===== src/rtl/ssd_scan_mux_if.sv =====
// Bus bundle between a datapath and ssd_scan_mux: display payload and load strobe in,
// frame-start pulse and active-low anode/cathode pins out.
interface ssd_scan_mux_if #(
  parameter int unsigned N_DIGITS = 4
);
  logic [4*N_DIGITS-1:0] digits_in;
  logic [N_DIGITS-1:0]   dp_in;
  logic [N_DIGITS-1:0]   blank_in;
  logic                  load;
  logic                  frame_start;
  logic [N_DIGITS-1:0]   anode;
  logic [7:0]            cathode;

  modport master (
    output digits_in, dp_in, blank_in, load,
    input  frame_start, anode, cathode
  );

  modport slave (
    input  digits_in, dp_in, blank_in, load,
    output frame_start, anode, cathode
  );
endinterface


===== src/rtl/ssd_scan_mux.sv =====
// Time-multiplexed common-anode 7-segment scanner with frame-synchronous staging,
// dead-time anti-ghosting and per-digit dp/blank. Define SSD_LZB_EN for leading-zero blanking.
module ssd_scan_mux #(
  parameter int unsigned N_DIGITS    = 4,
  parameter int unsigned REFRESH_DIV = 100000,
  parameter int unsigned DEAD_CYCLES = 2
) (
  input  logic            clk,
  input  logic            rst_n,
  ssd_scan_mux_if.slave   bus
);

  localparam int unsigned IDX_W = (N_DIGITS > 1) ? $clog2(N_DIGITS) : 1;
  localparam int unsigned CNT_W = $clog2(REFRESH_DIV);
  localparam int unsigned DW    = 4 * N_DIGITS;

  localparam logic [CNT_W-1:0] CNT_LAST = CNT_W'(REFRESH_DIV - 1);
  localparam logic [CNT_W-1:0] CNT_DEAD = CNT_W'(DEAD_CYCLES);
  localparam logic [IDX_W-1:0] IDX_LAST = IDX_W'(N_DIGITS - 1);

  logic [CNT_W-1:0]    cnt_q, cnt_d;
  logic [IDX_W-1:0]    idx_q, idx_d;
  logic                pending_q, pending_d;
  logic [DW-1:0]       stg_dig_q, stg_dig_d;
  logic [N_DIGITS-1:0] stg_dp_q, stg_dp_d;
  logic [N_DIGITS-1:0] stg_blank_q, stg_blank_d;
  logic [DW-1:0]       sh_dig_q, sh_dig_d;
  logic [N_DIGITS-1:0] sh_dp_q, sh_dp_d;
  logic [N_DIGITS-1:0] sh_blank_q, sh_blank_d;
  logic                frame_start_q, frame_start_d;
  logic [N_DIGITS-1:0] anode_q, anode_d;
  logic [7:0]          cathode_q, cathode_d;

  logic                tick_c;
  logic                boundary_c;
  logic [N_DIGITS-1:0] lzb_c;

  function automatic logic [6:0] seg7(input logic [3:0] n);
    logic [6:0] s;
    s = 7'b1111111;
    case (n)
      4'h0: s = 7'b0000001;
      4'h1: s = 7'b1001111;
      4'h2: s = 7'b0010010;
      4'h3: s = 7'b0000110;
      4'h4: s = 7'b1001100;
      4'h5: s = 7'b0100100;
      4'h6: s = 7'b0100000;
      4'h7: s = 7'b0001111;
      4'h8: s = 7'b0000000;
      4'h9: s = 7'b0000100;
      4'hA: s = 7'b0001000;
      4'hB: s = 7'b1100000;
      4'hC: s = 7'b0110001;
      4'hD: s = 7'b1000010;
      4'hE: s = 7'b0110000;
      4'hF: s = 7'b0111000;
      default: s = 7'b1111111;
    endcase
    return s;
  endfunction

  assign tick_c     = (cnt_q == CNT_LAST);
  assign boundary_c = tick_c && (idx_q == IDX_LAST);

  // Scan timing plus staging -> shadow handoff, which only ever happens on a frame boundary.
  always_comb begin
    cnt_d         = cnt_q + CNT_W'(1);
    idx_d         = idx_q;
    pending_d     = pending_q;
    stg_dig_d     = stg_dig_q;
    stg_dp_d      = stg_dp_q;
    stg_blank_d   = stg_blank_q;
    sh_dig_d      = sh_dig_q;
    sh_dp_d       = sh_dp_q;
    sh_blank_d    = sh_blank_q;
    frame_start_d = boundary_c;

    if (tick_c) begin
      cnt_d = '0;
      idx_d = (idx_q == IDX_LAST) ? '0 : idx_q + IDX_W'(1);
    end

    if (boundary_c && bus.load) begin
      sh_dig_d   = bus.digits_in;
      sh_dp_d    = bus.dp_in;
      sh_blank_d = bus.blank_in;
      pending_d  = 1'b0;
    end else if (boundary_c && pending_q) begin
      sh_dig_d   = stg_dig_q;
      sh_dp_d    = stg_dp_q;
      sh_blank_d = stg_blank_q;
      pending_d  = 1'b0;
    end else if (bus.load) begin
      stg_dig_d   = bus.digits_in;
      stg_dp_d    = bus.dp_in;
      stg_blank_d = bus.blank_in;
      pending_d   = 1'b1;
    end
  end

`ifdef SSD_LZB_EN
  // A digit is a leading zero when it and every higher digit are zero; digit 0 is exempt.
  always_comb begin
    logic zero_run;
    zero_run = 1'b1;
    lzb_c    = '0;
    for (int k = N_DIGITS - 1; k >= 1; k--) begin
      zero_run = zero_run && (sh_dig_q[4*k +: 4] == 4'h0);
      lzb_c[k] = zero_run;
    end
  end
`else
  assign lzb_c = '0;
`endif

  // Pin image for the current slot: dead time first, then blanking, then the glyph.
  always_comb begin
    logic [3:0] nib;
    logic       dp_sel;
    logic       blk_sel;
    logic       lzb_sel;
    nib       = 4'h0;
    dp_sel    = 1'b0;
    blk_sel   = 1'b1;
    lzb_sel   = 1'b0;
    anode_d   = '1;
    cathode_d = 8'hFF;

    for (int k = 0; k < N_DIGITS; k++) begin
      if (idx_q == IDX_W'(k)) begin
        nib     = sh_dig_q[4*k +: 4];
        dp_sel  = sh_dp_q[k];
        blk_sel = sh_blank_q[k];
        lzb_sel = lzb_c[k];
      end
    end

    if ((cnt_q >= CNT_DEAD) && !blk_sel) begin
      if (lzb_sel) begin
        if (dp_sel) begin
          anode_d   = ~(N_DIGITS'(1) << idx_q);
          cathode_d = 8'hFE;
        end
      end else begin
        anode_d   = ~(N_DIGITS'(1) << idx_q);
        cathode_d = {seg7(nib), ~dp_sel};
      end
    end
  end

  always_ff @(posedge clk) begin
    if (!rst_n) begin
      cnt_q         <= '0;
      idx_q         <= '0;
      pending_q     <= 1'b0;
      stg_dig_q     <= '0;
      stg_dp_q      <= '0;
      stg_blank_q   <= '1;
      sh_dig_q      <= '0;
      sh_dp_q       <= '0;
      sh_blank_q    <= '1;
      frame_start_q <= 1'b0;
      anode_q       <= '1;
      cathode_q     <= 8'hFF;
    end else begin
      cnt_q         <= cnt_d;
      idx_q         <= idx_d;
      pending_q     <= pending_d;
      stg_dig_q     <= stg_dig_d;
      stg_dp_q      <= stg_dp_d;
      stg_blank_q   <= stg_blank_d;
      sh_dig_q      <= sh_dig_d;
      sh_dp_q       <= sh_dp_d;
      sh_blank_q    <= sh_blank_d;
      frame_start_q <= frame_start_d;
      anode_q       <= anode_d;
      cathode_q     <= cathode_d;
    end
  end

  assign bus.frame_start = frame_start_q;
  assign bus.anode       = anode_q;
  assign bus.cathode     = cathode_q;

endmodule


===== src/flat_wrapper.sv =====
// flat-port wrapper written by rule: the top's interface ports become plain ports
module ssd_scan_mux_flat 
#(
  parameter int unsigned N_DIGITS    = 4,
  parameter int unsigned REFRESH_DIV = 100000,
  parameter int unsigned DEAD_CYCLES = 2
)
  (clk, rst_n, bus_digits_in, bus_dp_in, bus_blank_in, bus_load, bus_frame_start, bus_anode, bus_cathode);
  ssd_scan_mux_if #(.N_DIGITS(N_DIGITS)) bus_i ();
  input  logic clk;
  input  logic rst_n;
  input wire logic [$bits(bus_i.digits_in)-1:0] bus_digits_in;
  input wire logic [$bits(bus_i.dp_in)-1:0] bus_dp_in;
  input wire logic [$bits(bus_i.blank_in)-1:0] bus_blank_in;
  input wire logic [$bits(bus_i.load)-1:0] bus_load;
  output wire logic [$bits(bus_i.frame_start)-1:0] bus_frame_start;
  output wire logic [$bits(bus_i.anode)-1:0] bus_anode;
  output wire logic [$bits(bus_i.cathode)-1:0] bus_cathode;
  assign bus_i.digits_in = bus_digits_in;
  assign bus_i.dp_in = bus_dp_in;
  assign bus_i.blank_in = bus_blank_in;
  assign bus_i.load = bus_load;
  assign bus_frame_start = bus_i.frame_start;
  assign bus_anode = bus_i.anode;
  assign bus_cathode = bus_i.cathode;
  ssd_scan_mux #(.N_DIGITS(N_DIGITS), .REFRESH_DIV(REFRESH_DIV), .DEAD_CYCLES(DEAD_CYCLES)) u_core (.clk(clk), .rst_n(rst_n), .bus(bus_i));
endmodule

===== config.mk =====
export PLATFORM = sky130hd
export DESIGN_NAME = ssd_scan_mux_flat
export DESIGN_NICKNAME = d
export VERILOG_FILES = /design/src/rtl/ssd_scan_mux_if.sv /design/src/rtl/ssd_scan_mux.sv /design/src/flat_wrapper.sv
export SDC_FILE = /design/constraint.sdc
export NUM_CORES = 1
export LEC_CHECK = 0
export ABC_AREA = 1
export BUFFER_PORTS_ARGS = -buffer_cell sky130_fd_sc_hd__buf_2
export CAP_MARGIN = 20
export CORE_MARGIN = 2
export CORE_UTILIZATION = 50
export CTS_BUF_LIST = sky130_fd_sc_hd__clkbuf_4
export DETAILED_ROUTE_END_ITERATION = 10
export GPL_TIMING_DRIVEN = 0
export MAX_ROUTING_LAYER = met4
export PLACE_DENSITY = 0.79
export SYNTH_ARGS = -nofsm -noshare
export SYNTH_HDL_FRONTEND = slang
export SYNTH_SLANG_ARGS = --single-unit

===== constraint.sdc =====
create_clock -name clk -period 2.04 [get_ports clk]
set_input_delay 0.408 -clock clk [delete_from_list [all_inputs] [get_ports clk]]
set_output_delay 0.408 -clock clk [all_outputs]
set_load 0.005 [all_outputs]

==> impl_metrics.toml <==
[die]
start_util_pct = 51.0
core_area_um2 = 8130
io_pins = 40
row_count = 33
die_w_um = 95.1
dieArea_um2 = 9050
fp.dieH_um = 95.1

[timing]
fin_ws_ns = 0.159
maxSlewHeadroom_pct = 63.8
fin_crit_ns = 1.88
finalHoldViolations = 0
setup_viol = 0
slew_violations = 0
finalCritPeriodShare_pct = 92.2
max_freq_ghz = 0.532
fin_setup_tns_ns = 0
fin_skew_ns = 0.0142
worst_pin_slew_ns = 0.540
rsz0062_at_grt = "false"

[clock_network]
holdBufCountCts = 0
cts_tree = "done"
clk_latency_ns = 0.43
cts.sinks = 81
clk_pin_slew_ns = 0.13
cts_root_buffer = "clkbuf_4"
clock_path_buffers = 2
cts_max_level = 3
cts-buffers-inserted = 9

[synthesis]
yosys_warnings = 0
syn_area_per_cell_um2 = 7.02
yosysUniqueCellTypes = 40
synth_top_area_share_pct = 39.1
syn_nets = 630
syn-instance-count = 591
ys_seq_area_share_pct = 39.1
syn_area_um2 = 4150
yosysTopAreaCell = "dfxtp_1"
ys_seq_elements = 81
synthTopCellsByArea = "dfxtp_1, nand2_1, inv_1, a21oi_1, a21oi_2"

[critical_path]
worstSetupPathType = "flop to flop"
cp_slowest_cell = "dfxtp_4"
required_ns = 2.36
arrival_ns = 2.20
reg2reg_slack_ns = 0.16
crit_path_max_fanout = 10
crit_path_start_kind = "flop"
cpLargestDelayFamily = "simple AND/OR/NAND/NOR gates"
crit_chain = "ha_4, buf_6, inv_1, nor2_1, inv_1, nand2_2, inv_1, ha_1, nand2_2, o21ai_0, nand2_1, nand3_1"
endpoint_kind = "flop"
slowest_delay_ns = 0.43
cpMostUsedCell = "inv_1"
worst-path-buf-inv = 4

[drt]
drc_errors = 0
viasPerCell = 4.91
firstDrtPassIters = 5
wire_per_inst_um = 11.7
via_count = 3678
postRouteAntennaNets = 0
drt-initial-drc-count = 130
drt_wl_total_mm = 8.76

[power]
total_power_uw = 2780
p_leak_uw = 0.00219
p_per_area_nw_per_um2 = 593
ir_drop_v = 0.000346

[placed_design]
gp_congestion = 0.897
dpl_cell_area_um2 = 4470
pre_cts_ws_ns = -0.110
io_buffers = 38
place_hpwl_mm = 6.57

[layout]
final_common_cell = "nand2_1"
final_util_pct = 57.7
nets = 678
finish.instance_area_um2 = 4690
diodes = 0
final_cell_mix = "nand2_1, inv_1, dfxtp_1"
areaGrowthSynthToFinish_pct = 13.0
drive_gt1_share_pct = 20.0

[global_route]
grt.total_usage_pct = 21.7
grt_overflow = 0
grt_pass1_vias = 3431
antenna_found_initial = 0
grt_first_pass_wirelength_mm = 15.0
grt_max_degree = 15

[job]
cap_violations = 0

[outcome]
status = "finished clean"

[hold_path]
hold_path.class = "input pin to flop"
==> layer usage <==
| metal | GRT usage [%] | share of wire (%) | vias up |
|---|---|---|---|
| met2 | 37.6 | 50 | 74 |
| met1 | 25.3 | 45 | 1656 |
| li1 | - | - | 1939 |
| met4 | 8.33 | 1.5 | 0 |
| met5 | - | 0 | - |
| met3 | 3.08 | 4.1 | 9 |
==> state kept, by name, indices dropped and copies added, names as in the netlist <==
name / count
u_core.cnt_q: 17
u_core.sh_dig_q: 16
u_core.stg_dig_q: 16
u_core.bus.cathode: 8
u_core.bus.anode: 4
u_core.sh_blank_q: 4
u_core.sh_dp_q: 4
u_core.stg_blank_q: 4
u_core.stg_dp_q: 4
u_core.idx_q: 2
u_core.bus.frame_start: 1
u_core.pending_q: 1
==> repair_timing <==
item,in CTS,in global routing
pin swaps,0,4
endpoints found under the setup margin,7,11
buffers inserted,0,1
resized for setup,5,23
gates cloned,0,0
==> worst min-delay path: stages <==
cell	delay (ns)
buf_2	0.10
nand3_1	0.07
a21oi_1	0.06
==> Yosys cell counts <==
cell,instances
a211oi_1,2
a21oi_1,44
a21oi_2,21
and3_1,1
buf_1,2
buf_2,7
buf_4,3
buf_6,8
clkbuf_1,2
clkbuf_2,1
clkinv_1,2
clkinv_2,2
dfxtp_1,81
ha_1,12
inv_1,87
inv_2,5
nand2_1,186
nand2_2,6
nand2_4,2
nand3_1,27
nand3_4,1
nand3b_1,2
nand4_1,4
nand4_2,1
nand4_4,1
nor2_1,32
nor2_2,1
nor2_4,2
nor2_8,1
nor3_1,8
nor4_1,1
o2111ai_1,4
o211ai_1,5
o21a_1,1
o21ai_0,15
o21ai_1,6
o22ai_1,1
or2_0,1
xnor2_1,1
xor2_1,2
==> final timing paths <==
kind,from,endpoint,cells after the start
max,u_core.idx_q[0],u_core.bus.cathode[2],12
min,bus_digits_in[11],u_core.stg_dig_q[11],3
max reg2reg,u_core.idx_q[0],u_core.bus.cathode[2],12
min reg2reg,u_core.stg_dig_q[1],u_core.stg_dig_q[1],2
==> report_power, final <==
part	switching (uW)	internal [uW]	leakage, uW
combinational	129	78.5	0.00147
clock	571	371	0.0000660
sequential	17.0	1620	0.000661
total	716	2060	0.00219
==> area by class of cell <==
cell class,instances,area [um2]
Clock buffer,9,67.6
Timing Repair Buffer,39,198
Clock inverter,7,70.1
Tap cell,105,131
Fill cell,752,3440
Multi-Input combinational cell,391,2060
Inverter,96,373
Buffer,21,161
Sequential cell,81,1630
==> metrics by stage <==
step	hold slack, ns	cells
CTS	0.218	750
floorplan	0.429	591
global placement	0.436	734
finish	0.237	749
detailed placement	0.444	734
global route	0.220	749
==> cells by family (layout without fill, tap and decap cells) <==
family                   after synthesis  in the layout  synth area share [%]
AO/OA/AOI/OAI                         99             99                  14.7
XOR/XNOR                               3              3                 0.633
adder cells (fa/ha/maj)               12             12                  3.62
buffers and inverters                119            172                  12.8
flip-flops                            81             81                  39.1
AND/OR/NAND/NOR                      277            277                  29.2
Note: power is estimated with default switching activity, not from simulation.
